$ cat src/rtl/systolic_dma_ctrl_pkg.sv
// Shared types for the systolic controller slice: DMA command opcodes and DMA FSM states.
// The instruction-sequencing FSM imports this package as well.
package systolic_ctrl_pkg;

  typedef enum logic [1:0] {
    OP_LOAD_TOP  = 2'd0,
    OP_LOAD_LEFT = 2'd1,
    OP_STORE_ACC = 2'd2,
    OP_ILLEGAL   = 2'd3
  } dma_op_t;

  typedef enum logic [2:0] {
    IDLE    = 3'd0,
    LD_RD   = 3'd1,
    LD_LAST = 3'd2,
    SWAP    = 3'd3,
    ST_SEL  = 3'd4,
    ST_WR   = 3'd5,
    FIN     = 3'd6
  } dma_state_t;

endpackage

$ cat src/rtl/systolic_dma_ctrl_if.sv
// Command handshake between the instruction sequencer (master) and the DMA controller (slave).
interface systolic_dma_ctrl_if #(
  parameter int DP_ADDR_WIDTH = 10
);

  logic                     cmd_valid;
  logic                     cmd_ready;
  logic [1:0]               cmd_op;
  logic [DP_ADDR_WIDTH-1:0] cmd_base;
  logic                     cmd_swap;
  logic                     busy;
  logic                     done;
  logic                     err;

  modport master (
    output cmd_valid, cmd_op, cmd_base, cmd_swap,
    input  cmd_ready, busy, done, err
  );

  modport slave (
    input  cmd_valid, cmd_op, cmd_base, cmd_swap,
    output cmd_ready, busy, done, err
  );

endinterface

$ cat src/rtl/systolic_dma_ctrl.sv
// Command-driven mover between one dual-port RAM port and the systolic array operand buffers
// and accumulators. Every output is a flop; values computed in a state appear the next cycle.
module systolic_dma_ctrl
  import systolic_ctrl_pkg::*;
#(
  parameter int DATA_WIDTH     = 8,
  parameter int MATRIX_SIZE    = 8,
  parameter int ACC_WIDTH      = 32,
  parameter int DP_ADDR_WIDTH  = 10,
  parameter int ADDR_WIDTH     = $clog2(MATRIX_SIZE),
  parameter int ACC_ADDR_WIDTH = $clog2(MATRIX_SIZE * MATRIX_SIZE),
  parameter int BYTES_PER_ACC  = ACC_WIDTH / DATA_WIDTH
) (
  input  logic                      clk,
  input  logic                      rst,
  systolic_dma_ctrl_if.slave        cmd,
  output logic                      ram_we,
  output logic [DP_ADDR_WIDTH-1:0]  ram_addr,
  output logic [DATA_WIDTH-1:0]     ram_din,
  input  logic [DATA_WIDTH-1:0]     ram_dout,
  output logic                      load_en_top,
  output logic                      swap_buffers_top,
  output logic [ADDR_WIDTH-1:0]     addr_top,
  output logic [DATA_WIDTH-1:0]     data_in_top,
  output logic                      load_en_left,
  output logic                      swap_buffers_left,
  output logic [ADDR_WIDTH-1:0]     addr_left,
  output logic [DATA_WIDTH-1:0]     data_in_left,
  output logic [ACC_ADDR_WIDTH-1:0] addr_acc,
  input  logic [ACC_WIDTH-1:0]      acc_out
);

  localparam int CNT_W  = ACC_ADDR_WIDTH;
  localparam int BYTE_W = (BYTES_PER_ACC > 1) ? $clog2(BYTES_PER_ACC) : 1;
  localparam logic [CNT_W-1:0]  CNT_ONE  = CNT_W'(1);
  localparam logic [CNT_W-1:0]  LD_LASTI = CNT_W'(MATRIX_SIZE - 1);
  localparam logic [CNT_W-1:0]  ST_LASTK = CNT_W'(MATRIX_SIZE * MATRIX_SIZE - 1);
  localparam logic [BYTE_W-1:0] LAST_BYTE = BYTE_W'(BYTES_PER_ACC - 1);

  dma_state_t               state_q, state_d;
  dma_op_t                  op_q, op_d;
  logic [DP_ADDR_WIDTH-1:0] base_q, base_d;
  logic                     swap_q, swap_d;
  logic [CNT_W-1:0]         cnt_q, cnt_d;
  logic [BYTE_W-1:0]        byte_q, byte_d;
  logic                     phase_q, phase_d;
  logic [ACC_WIDTH-1:0]     shift_q, shift_d;

  logic                      cmd_ready_q, cmd_ready_d;
  logic                      busy_q, busy_d;
  logic                      done_q, done_d;
  logic                      err_q, err_d;
  logic                      ram_we_q, ram_we_d;
  logic [DP_ADDR_WIDTH-1:0]  ram_addr_q, ram_addr_d;
  logic [DATA_WIDTH-1:0]     ram_din_q, ram_din_d;
  logic                      load_en_top_q, load_en_top_d;
  logic                      swap_top_q, swap_top_d;
  logic [ADDR_WIDTH-1:0]     addr_top_q, addr_top_d;
  logic [DATA_WIDTH-1:0]     data_top_q, data_top_d;
  logic                      load_en_left_q, load_en_left_d;
  logic                      swap_left_q, swap_left_d;
  logic [ADDR_WIDTH-1:0]     addr_left_q, addr_left_d;
  logic [DATA_WIDTH-1:0]     data_left_q, data_left_d;
  logic [ACC_ADDR_WIDTH-1:0] addr_acc_q, addr_acc_d;

  logic                     ld_we;
  logic                     ld_swap;
  logic [ADDR_WIDTH-1:0]    ld_idx;
  logic                     sel_left;
  logic [DP_ADDR_WIDTH-1:0] st_off;

  always_comb begin
    state_d     = state_q;
    op_d        = op_q;
    base_d      = base_q;
    swap_d      = swap_q;
    cnt_d       = cnt_q;
    byte_d      = byte_q;
    phase_d     = phase_q;
    shift_d     = shift_q;
    cmd_ready_d = 1'b0;
    busy_d      = 1'b1;
    done_d      = 1'b0;
    err_d       = 1'b0;
    ram_we_d    = 1'b0;
    ram_addr_d  = ram_addr_q;
    ram_din_d   = '0;
    addr_acc_d  = addr_acc_q;
    ld_we       = 1'b0;
    ld_swap     = 1'b0;
    ld_idx      = '0;
    sel_left    = (op_q == OP_LOAD_LEFT);
    st_off      = DP_ADDR_WIDTH'(cnt_q) * DP_ADDR_WIDTH'(BYTES_PER_ACC)
                + DP_ADDR_WIDTH'(byte_q);

    unique case (state_q)
      IDLE: begin
        cmd_ready_d = 1'b1;
        busy_d      = 1'b0;
        if (cmd.cmd_valid && cmd_ready_q) begin
          op_d   = dma_op_t'(cmd.cmd_op);
          base_d = cmd.cmd_base;
          swap_d = cmd.cmd_swap;
          cnt_d  = '0;
          unique case (dma_op_t'(cmd.cmd_op))
            OP_ILLEGAL: err_d = 1'b1;
            OP_STORE_ACC: begin
              state_d     = ST_SEL;
              phase_d     = 1'b0;
              byte_d      = '0;
              addr_acc_d  = '0;
              cmd_ready_d = 1'b0;
              busy_d      = 1'b1;
            end
            default: begin
              state_d     = LD_RD;
              ram_addr_d  = cmd.cmd_base;
              cmd_ready_d = 1'b0;
              busy_d      = 1'b1;
            end
          endcase
        end
      end
      // RAM read data trails its address by a cycle, so buffer index i-1 is written while reading i.
      LD_RD: begin
        if (cnt_q != '0) begin
          ld_we  = 1'b1;
          ld_idx = ADDR_WIDTH'(cnt_q - CNT_ONE);
        end
        if (cnt_q == LD_LASTI) begin
          state_d = LD_LAST;
        end else begin
          cnt_d      = cnt_q + CNT_ONE;
          ram_addr_d = base_q + DP_ADDR_WIDTH'(cnt_q + CNT_ONE);
        end
      end
      LD_LAST: begin
        ld_we   = 1'b1;
        ld_idx  = ADDR_WIDTH'(MATRIX_SIZE - 1);
        state_d = swap_q ? SWAP : FIN;
      end
      SWAP: begin
        ld_swap = 1'b1;
        state_d = FIN;
      end
      ST_SEL: begin
        if (!phase_q) begin
          phase_d = 1'b1;
        end else begin
          phase_d = 1'b0;
          shift_d = acc_out;
          byte_d  = '0;
          state_d = ST_WR;
        end
      end
      ST_WR: begin
        ram_we_d   = 1'b1;
        ram_addr_d = base_q + st_off;
        ram_din_d  = shift_q[DATA_WIDTH-1:0];
        shift_d    = shift_q >> DATA_WIDTH;
        if (byte_q == LAST_BYTE) begin
          byte_d = '0;
          if (cnt_q == ST_LASTK) begin
            state_d = FIN;
          end else begin
            cnt_d      = cnt_q + CNT_ONE;
            addr_acc_d = ACC_ADDR_WIDTH'(cnt_q + CNT_ONE);
            state_d    = ST_SEL;
          end
        end else begin
          byte_d = byte_q + BYTE_W'(1);
        end
      end
      FIN: begin
        done_d  = 1'b1;
        state_d = IDLE;
      end
      default: state_d = IDLE;
    endcase

    load_en_top_d  = ld_we & ~sel_left;
    load_en_left_d = ld_we & sel_left;
    swap_top_d     = ld_swap & ~sel_left;
    swap_left_d    = ld_swap & sel_left;
    addr_top_d     = load_en_top_d  ? ld_idx   : '0;
    addr_left_d    = load_en_left_d ? ld_idx   : '0;
    data_top_d     = load_en_top_d  ? ram_dout : '0;
    data_left_d    = load_en_left_d ? ram_dout : '0;
  end

  always_ff @(posedge clk) begin
    if (rst) begin
      state_q        <= IDLE;
      op_q           <= OP_LOAD_TOP;
      base_q         <= '0;
      swap_q         <= 1'b0;
      cnt_q          <= '0;
      byte_q         <= '0;
      phase_q        <= 1'b0;
      shift_q        <= '0;
      cmd_ready_q    <= 1'b1;
      busy_q         <= 1'b0;
      done_q         <= 1'b0;
      err_q          <= 1'b0;
      ram_we_q       <= 1'b0;
      ram_addr_q     <= '0;
      ram_din_q      <= '0;
      load_en_top_q  <= 1'b0;
      swap_top_q     <= 1'b0;
      addr_top_q     <= '0;
      data_top_q     <= '0;
      load_en_left_q <= 1'b0;
      swap_left_q    <= 1'b0;
      addr_left_q    <= '0;
      data_left_q    <= '0;
      addr_acc_q     <= '0;
    end else begin
      state_q        <= state_d;
      op_q           <= op_d;
      base_q         <= base_d;
      swap_q         <= swap_d;
      cnt_q          <= cnt_d;
      byte_q         <= byte_d;
      phase_q        <= phase_d;
      shift_q        <= shift_d;
      cmd_ready_q    <= cmd_ready_d;
      busy_q         <= busy_d;
      done_q         <= done_d;
      err_q          <= err_d;
      ram_we_q       <= ram_we_d;
      ram_addr_q     <= ram_addr_d;
      ram_din_q      <= ram_din_d;
      load_en_top_q  <= load_en_top_d;
      swap_top_q     <= swap_top_d;
      addr_top_q     <= addr_top_d;
      data_top_q     <= data_top_d;
      load_en_left_q <= load_en_left_d;
      swap_left_q    <= swap_left_d;
      addr_left_q    <= addr_left_d;
      data_left_q    <= data_left_d;
      addr_acc_q     <= addr_acc_d;
    end
  end

  assign cmd.cmd_ready       = cmd_ready_q;
  assign cmd.busy            = busy_q;
  assign cmd.done            = done_q;
  assign cmd.err             = err_q;
  assign ram_we              = ram_we_q;
  assign ram_addr            = ram_addr_q;
  assign ram_din             = ram_din_q;
  assign load_en_top         = load_en_top_q;
  assign swap_buffers_top    = swap_top_q;
  assign addr_top            = addr_top_q;
  assign data_in_top         = data_top_q;
  assign load_en_left        = load_en_left_q;
  assign swap_buffers_left   = swap_left_q;
  assign addr_left           = addr_left_q;
  assign data_in_left        = data_left_q;
  assign addr_acc            = addr_acc_q;

endmodule

$ cat src/flat_wrapper.sv
// flat-port wrapper written by rule: the top's interface ports become plain ports
module systolic_dma_ctrl_flat import systolic_ctrl_pkg::*;
#(
  parameter int DATA_WIDTH     = 8,
  parameter int MATRIX_SIZE    = 8,
  parameter int ACC_WIDTH      = 32,
  parameter int DP_ADDR_WIDTH  = 10,
  parameter int ADDR_WIDTH     = $clog2(MATRIX_SIZE),
  parameter int ACC_ADDR_WIDTH = $clog2(MATRIX_SIZE * MATRIX_SIZE),
  parameter int BYTES_PER_ACC  = ACC_WIDTH / DATA_WIDTH
)
  (clk, rst, ram_we, ram_addr, ram_din, ram_dout, load_en_top, swap_buffers_top, addr_top, data_in_top, load_en_left, swap_buffers_left, addr_left, data_in_left, addr_acc, acc_out, cmd_cmd_valid, cmd_cmd_op, cmd_cmd_base, cmd_cmd_swap, cmd_cmd_ready, cmd_busy, cmd_done, cmd_err);
  systolic_dma_ctrl_if #(.DP_ADDR_WIDTH(DP_ADDR_WIDTH)) cmd_i ();
  input  logic clk;
  input  logic rst;
  output logic ram_we;
  output logic [DP_ADDR_WIDTH-1:0] ram_addr;
  output logic [DATA_WIDTH-1:0] ram_din;
  input  logic [DATA_WIDTH-1:0] ram_dout;
  output logic load_en_top;
  output logic swap_buffers_top;
  output logic [ADDR_WIDTH-1:0] addr_top;
  output logic [DATA_WIDTH-1:0] data_in_top;
  output logic load_en_left;
  output logic swap_buffers_left;
  output logic [ADDR_WIDTH-1:0] addr_left;
  output logic [DATA_WIDTH-1:0] data_in_left;
  output logic [ACC_ADDR_WIDTH-1:0] addr_acc;
  input  logic [ACC_WIDTH-1:0] acc_out;
  input wire logic [$bits(cmd_i.cmd_valid)-1:0] cmd_cmd_valid;
  input wire logic [$bits(cmd_i.cmd_op)-1:0] cmd_cmd_op;
  input wire logic [$bits(cmd_i.cmd_base)-1:0] cmd_cmd_base;
  input wire logic [$bits(cmd_i.cmd_swap)-1:0] cmd_cmd_swap;
  output wire logic [$bits(cmd_i.cmd_ready)-1:0] cmd_cmd_ready;
  output wire logic [$bits(cmd_i.busy)-1:0] cmd_busy;
  output wire logic [$bits(cmd_i.done)-1:0] cmd_done;
  output wire logic [$bits(cmd_i.err)-1:0] cmd_err;
  assign cmd_i.cmd_valid = cmd_cmd_valid;
  assign cmd_i.cmd_op = cmd_cmd_op;
  assign cmd_i.cmd_base = cmd_cmd_base;
  assign cmd_i.cmd_swap = cmd_cmd_swap;
  assign cmd_cmd_ready = cmd_i.cmd_ready;
  assign cmd_busy = cmd_i.busy;
  assign cmd_done = cmd_i.done;
  assign cmd_err = cmd_i.err;
  systolic_dma_ctrl #(.DATA_WIDTH(DATA_WIDTH), .MATRIX_SIZE(MATRIX_SIZE), .ACC_WIDTH(ACC_WIDTH), .DP_ADDR_WIDTH(DP_ADDR_WIDTH), .ADDR_WIDTH(ADDR_WIDTH), .ACC_ADDR_WIDTH(ACC_ADDR_WIDTH), .BYTES_PER_ACC(BYTES_PER_ACC)) u_core (.clk(clk), .rst(rst), .cmd(cmd_i), .ram_we(ram_we), .ram_addr(ram_addr), .ram_din(ram_din), .ram_dout(ram_dout), .load_en_top(load_en_top), .swap_buffers_top(swap_buffers_top), .addr_top(addr_top), .data_in_top(data_in_top), .load_en_left(load_en_left), .swap_buffers_left(swap_buffers_left), .addr_left(addr_left), .data_in_left(data_in_left), .addr_acc(addr_acc), .acc_out(acc_out));
endmodule
$ cat config.mk
export PLATFORM = sky130hd
export DESIGN_NAME = systolic_dma_ctrl_flat
export DESIGN_NICKNAME = d
export VERILOG_FILES = /design/src/rtl/systolic_dma_ctrl_pkg.sv /design/src/rtl/systolic_dma_ctrl_if.sv /design/src/rtl/systolic_dma_ctrl.sv /design/src/flat_wrapper.sv
export SDC_FILE = /design/constraint.sdc
export NUM_CORES = 1
export LEC_CHECK = 0
export BUFFER_PORTS_ARGS = -buffer_cell sky130_fd_sc_hd__buf_2
export CORE_MARGIN = 10
export CORE_UTILIZATION = 45
export DETAILED_ROUTE_END_ITERATION = 16
export PLACE_DENSITY = 0.77
export SETUP_SLACK_MARGIN = 0.2
export SLEW_MARGIN = 20
export SYNTH_ARGS = -nofsm -noshare
export SYNTH_HDL_FRONTEND = slang
export SYNTH_SLANG_ARGS = --single-unit
$ cat constraint.sdc
create_clock -name clk -period 3.55 [get_ports clk]
set_clock_uncertainty 0.15 [all_clocks]
set_input_delay 0.1775 -clock clk [delete_from_list [all_inputs] [get_ports clk]]
set_output_delay 0.1775 -clock clk [all_outputs]
set_load 0.02 [all_outputs]
Word-level counts from Yosys, hierarchy flattened
Cells that the tools add are included.
{"block": "word_totals", "regBits": 112, "input_bits": 56, "out_inout_bits": 55, "elab_cells": 127}
{"block": "op_classes", "add_sub_neg": 7, "n_eq_ne": 21, "n_mux": 44, "n_bitwise": 10, "reduce_logical": 21}
{"op": "$pmux 32 s2", "n": 1}
{"op": "$mux 6", "n": 6}
{"op": "$mux 32", "n": 1}
{"op": "$mux 10", "n": 3}
{"op": "$pmux 10 s3", "n": 1}
{"op": "$add 10x10->10", "n": 2}
{"op": "$mux 3", "n": 6}
{"op": "$pmux 3 s6", "n": 1}
{"op": "$pmux 6 s3", "n": 1}
{"op": "$reduce_and 5->1", "n": 3}
{"op": "$mux 1", "n": 13}
{"op": "$pmux 3 s2", "n": 2}
{"op": "$pmux 6 s2", "n": 1}
{"op": "$mux 2", "n": 5}
{"op": "$ne 2x2->1 const B", "n": 5}
{"op": "$add 8x2->9", "n": 1}
{"op": "$eq 3x3->1 const B", "n": 3}
{"op": "$ne 2x1->1 const B", "n": 4}
{"op": "$reduce_and 4->1", "n": 2}
{"op": "$reduce_or 2->1", "n": 4}
{"op": "$add 6x1->7 const B", "n": 1}
{"op": "$add 6x1->6 const B", "n": 1}
{"op": "$eq 2x2->1 const B", "n": 3}
{"op": "$eq 3x2->1 const B", "n": 2}
{"op": "other kinds (18)", "n": 31}

Longest topological paths before layout
{"block": "depth", "depth_word": 6, "ltp_mapped": 16, "ltp_nobuf": 12}

Worst setup path before layout
Ideal clock, no wire load.
{"block": "synth_timing", "kind": "reg2reg", "startpoint": "register u_core.state_q[1]", "endpoint": "register u_core.ram_addr_q[6], in the netlist u_core.ram_addr[6]", "setup_ps": 59, "arrival_time_ps": 2849, "required_time_ps": 3341, "slack_ps": 492, "path_stages_with_launch": 16, "path_buffers": 4, "synth_period_minus_slack_ps": 3058, "path_cell_list": "dfxtp_1 -> buf_2 -> nor2b_1 -> buf_2 -> nand2_1 -> buf_2 -> buf_1 -> a21oi_1 -> ha_1 -> inv_1 -> fa_1 -> nor2b_1 -> o31a_1 -> or4b_1 -> a21oi_1 -> o221a_2"}
{"block": "synth_via", "elab_chain_len": 3}
{"item": "start: declaration", "line_no": "systolic_dma_ctrl.sv:40", "source": "dma_state_t state_q, state_d;"}
{"item": "start signal: assignment", "line_no": "systolic_dma_ctrl.sv:218", "source": "state_q <= state_d;"}
{"item": "$eq 3x1->1, or another cell as far along", "line_no": "systolic_dma_ctrl.sv:96", "source": "unique case (state_q)"}
{"item": "$ne 2x2->1 (no line), or another cell as far along"}
{"item": "$reduce_and 4->1 (no line)"}
{"item": "end signal: assignment", "line_no": "systolic_dma_ctrl.sv:231", "source": "ram_addr_q <= ram_addr_d;"}
{"item": "end: declaration", "line_no": "systolic_dma_ctrl.sv:54", "source": "logic [DP_ADDR_WIDTH-1:0] ram_addr_q, ram_addr_d;"}
Parallel ways exist; a longest one is shown, timed or not.
A chain may end at the register's enable or synchronous reset.

Final worst setup path
{"block": "layout_timing", "startpoint": "register u_core.cnt_q[0]", "endpoint": "register u_core.ram_addr_q[9], in the netlist u_core.ram_addr[9]"}
{"block": "layout_via", "elab_chain_len": 4}
{"item": "start: declaration", "line_no": "systolic_dma_ctrl.sv:44", "source": "logic [CNT_W-1:0] cnt_q, cnt_d;"}
{"item": "start signal: assignment", "line_no": "systolic_dma_ctrl.sv:222", "source": "cnt_q <= cnt_d;"}
{"item": "$add 6x1->7", "line_no": "systolic_dma_ctrl.sv:134", "source": "ram_addr_d = base_q + DP_ADDR_WIDTH'(cnt_q + CNT_ONE);"}
{"item": "$add 10x10->10", "line_no": "systolic_dma_ctrl.sv:134"}
{"item": "$mux 10", "line_no": "systolic_dma_ctrl.sv:130", "source": "if (cnt_q == LD_LASTI) begin"}
{"item": "$pmux 10 s3", "line_no": "systolic_dma_ctrl.sv:96"}
Parallel ways exist; a longest one is shown, timed or not. The select of a mux whose other input is x is not followed.

==> flow_metrics.tcl <==
set metrics [dict create \
    syn_nets 619 \
    cts.clk_slew.worst_paths_ns 0.10 \
    wl_met1_microns 5670 \
    cts_tree "done" \
    synth_top_area_share 0.464 \
    p_sw_frac 0.295 \
    ctsHtreeMaxLevel 3 \
    synth_edf_count 0 \
    clock-sinks 112 \
    final_layout_size_suffix_gt1_frac 0.212 \
    arrival_ns 3.16 \
    dr.pass1.iters 6 \
    period_share 0.848 \
    grt_max_degree 51 \
    syn_to_final_growth_pct 27.7 \
    maxCapViolCount 0 \
    hold_viol 0 \
    power.leakage_nw 2.69 \
    met3_length_microns 972 \
    clockBufferDepth 2 \
    synth.area.top_cells "dfxtp_1 (46%), nor2_1 (6.5%), nand2_1 (4.5%)" \
    drc 0 \
    power_density_nw_per_um2 411 \
    p_comb_frac 0.175 \
    fin_nets 765 \
    routed-wl-met2_microns 6330 \
    tns_ns 0 \
    maxUsedRoutingLayer "met4" \
    fmax_mhz 332 \
    antenna_found_initial 1 \
    hold_class "in2reg" \
    setup_viol 0 \
    vias 4440 \
    synth_cell_types 58 \
    start_util 0.464 \
    cp-end-kind "flip-flop" \
    syn-cell-area_sq_um 4840 \
    path_max_fanout 10 \
    viasPerCell 5.29 \
    wl_per_cell_microns 15.7 \
    antenna_left 0 \
    p_sw_mw 0.750 \
    drt_iter0_drc 338 \
    rows 37 \
    grt_pass1_vias 4337 \
    root_buffer "clkbuf_8" \
    core_sq_um 10400 \
    yosysTopAreaCell "dfxtp_1" \
    track_usage 0.171 \
    dp_hpwl_microns 9190 \
    die_w_microns 124 \
    gr-total-overflow 0 \
    cts_buffers 9 \
    peakVddDrop_uv 277 \
    rsz0062_at_grt "no" \
    syn_inst 551 \
    worstSetupStartpointType "flip-flop" \
    ys_warn_count 0 \
    grt_pass1_wl_microns 21300 \
    tightest_slew_ns 0.913 \
    die-area_sq_um 15300 \
    synth_most_common_cell "dfxtp_1" \
    path_class "reg2reg" \
    timing.slew.headroom 0.390 \
    intPower_mw 1.79 \
    synth_flop_cell "dfxtp_1" \
    status "finished clean" \
    io_pins 111 \
    clock_latency_ns 0.37 \
    drv_slew 0 \
    port_buffers 110 \
    pwr-share-clk 0.296 \
    cts_resized 0 \
    layout.cells.non_filler 839 \
    wl_microns 13200 \
    finalCriticalPeriod_ns 3.01 \
    synthArstFlopShare 0 \
    cts_setup_buffers 0 \
    synth_seq_cells 112 \
    syn_avg_cell_area_sq_um 8.78 \
    placed_cells 769 \
    pwr-share-seq 0.529 \
    crit_required_ns 3.70 \
    cts_hold_buf 53 \
    gp_congestion 0.874 \
    yosysSeqAreaShare 0.464 \
    synth_common_cells "dfxtp_1 (112), nor2_1 (84), nand2_1 (58), a21oi_1 (40), o221ai_1 (24)" \
    die_y_microns 124 \
]
-- cell families after synthesis --
group | Yosys count | synth area share
muxes | 14 | 0.0290
AOI/OAI and AO/OA | 122 | 0.175
adders and majority gates | 12 | 0.0326
xor gates and xnor gates | 7 | 0.0127
DFF | 112 | 0.464
buffers and inverters | 46 | 0.0440
and+or+nand+nor | 238 | 0.243
-- sequential cells by signal (all words and copies together) (netlist names), 2 cells and up --
signal,count
u_core.addr_acc,6
u_core.addr_left,3
u_core.addr_top,3
u_core.base_q,10
u_core.byte_q,2
u_core.cnt_q,6
u_core.data_in_left,8
u_core.data_in_top,8
u_core.op_q,2
u_core.ram_addr,10
u_core.ram_din,8
u_core.shift_q,32
u_core.state_q,3
-- power groups by stage --
stage          sequential (mW)  clock (mW)  combinational (mW)
2_1_floorplan             1.39           0               0.258
3_3_place_gp              1.37           0               0.390
3_5_place_dp              1.37           0               0.399
4_1_cts                   1.34       0.771               0.445
5_1_grt                   1.35       0.813               0.495
6_report                  1.34       0.752               0.445
-- per-layer routing --
metal	vias to the layer above	global-route usage
li1	2216	-
met1	2063	0.208
met2	144	0.289
met3	17	0.0353
met4	0	0.0640
met5	-	0
-- worst max-delay path: stages, from the launching register on --
cell	delay [ns]
dfxtp_1	0.54
ha_1	0.32
nand3_1	0.17
xnor2_1	0.24
a21oi_1	0.12
ha_1	0.34
nand2_1	0.06
o31ai_1	0.47
a41oi_1	0.19
xor2_1	0.17
o21ai_0	0.16
-- stage by stage --
stage	utilization	hold WS (ns)	worst slack [ns]	cell area, sq um	total power, mW
final	0.593	0.0125	0.538	6180	2.54
after global routing	0.593	0.0279	0.214	6180	2.66
after CTS	0.593	0.0165	0.526	6180	2.56
after detailed placement	0.523	0.242	0.570	5450	1.77
after global placement	0.523	0.237	0.708	5450	1.76
after floorplan	-	0.149	0.492	4840	1.65
-- worst paths after layout --
kind,start,end,slack (ns),depth (start not counted)
min reg2reg,u_core.addr_acc[5],u_core.addr_acc[5],0.31,2
max reg2reg,u_core.cnt_q[0],u_core.ram_addr[9],0.54,10
max,u_core.cnt_q[0],u_core.ram_addr[9],0.54,10
min,acc_out[6],u_core.shift_q[6],0.01,3
-- final cells by class --
type,count,area [sq um]
clock inverters,6,61.3
diodes,1,2.50
clock buffers,10,138
repair buffers,172,1150
well taps,136,170
fillers,912,4240
inverters,9,33.8
multi-input cells,393,2380
flip-flops and latches,112,2240
-- layout by cell type (no fill, tap or decap), types with 3 or more instances in the layout --
cell	instances
o221ai_1	24
nand2_1	58
ha_1	11
or3_1	3
buf_4	9
o21bai_1	4
nor3b_1	3
buf_2	110
a21o_1	3
xor2_1	5
nand2b_1	8
inv_1	8
mux2i_1	14
a211o_1	3
o21ai_0	11
nor3_1	11
clkbuf_8	10
a211oi_1	11
dlygate4sd3_1	53
nor2_1	84
and2_1	19
nand3_1	14
dfxtp_1	112
nor2b_1	9
and3_1	15
a31oi_1	3
a21oi_1	40
o21ai_1	3
Note: power is estimated with default switching activity, not from simulation.
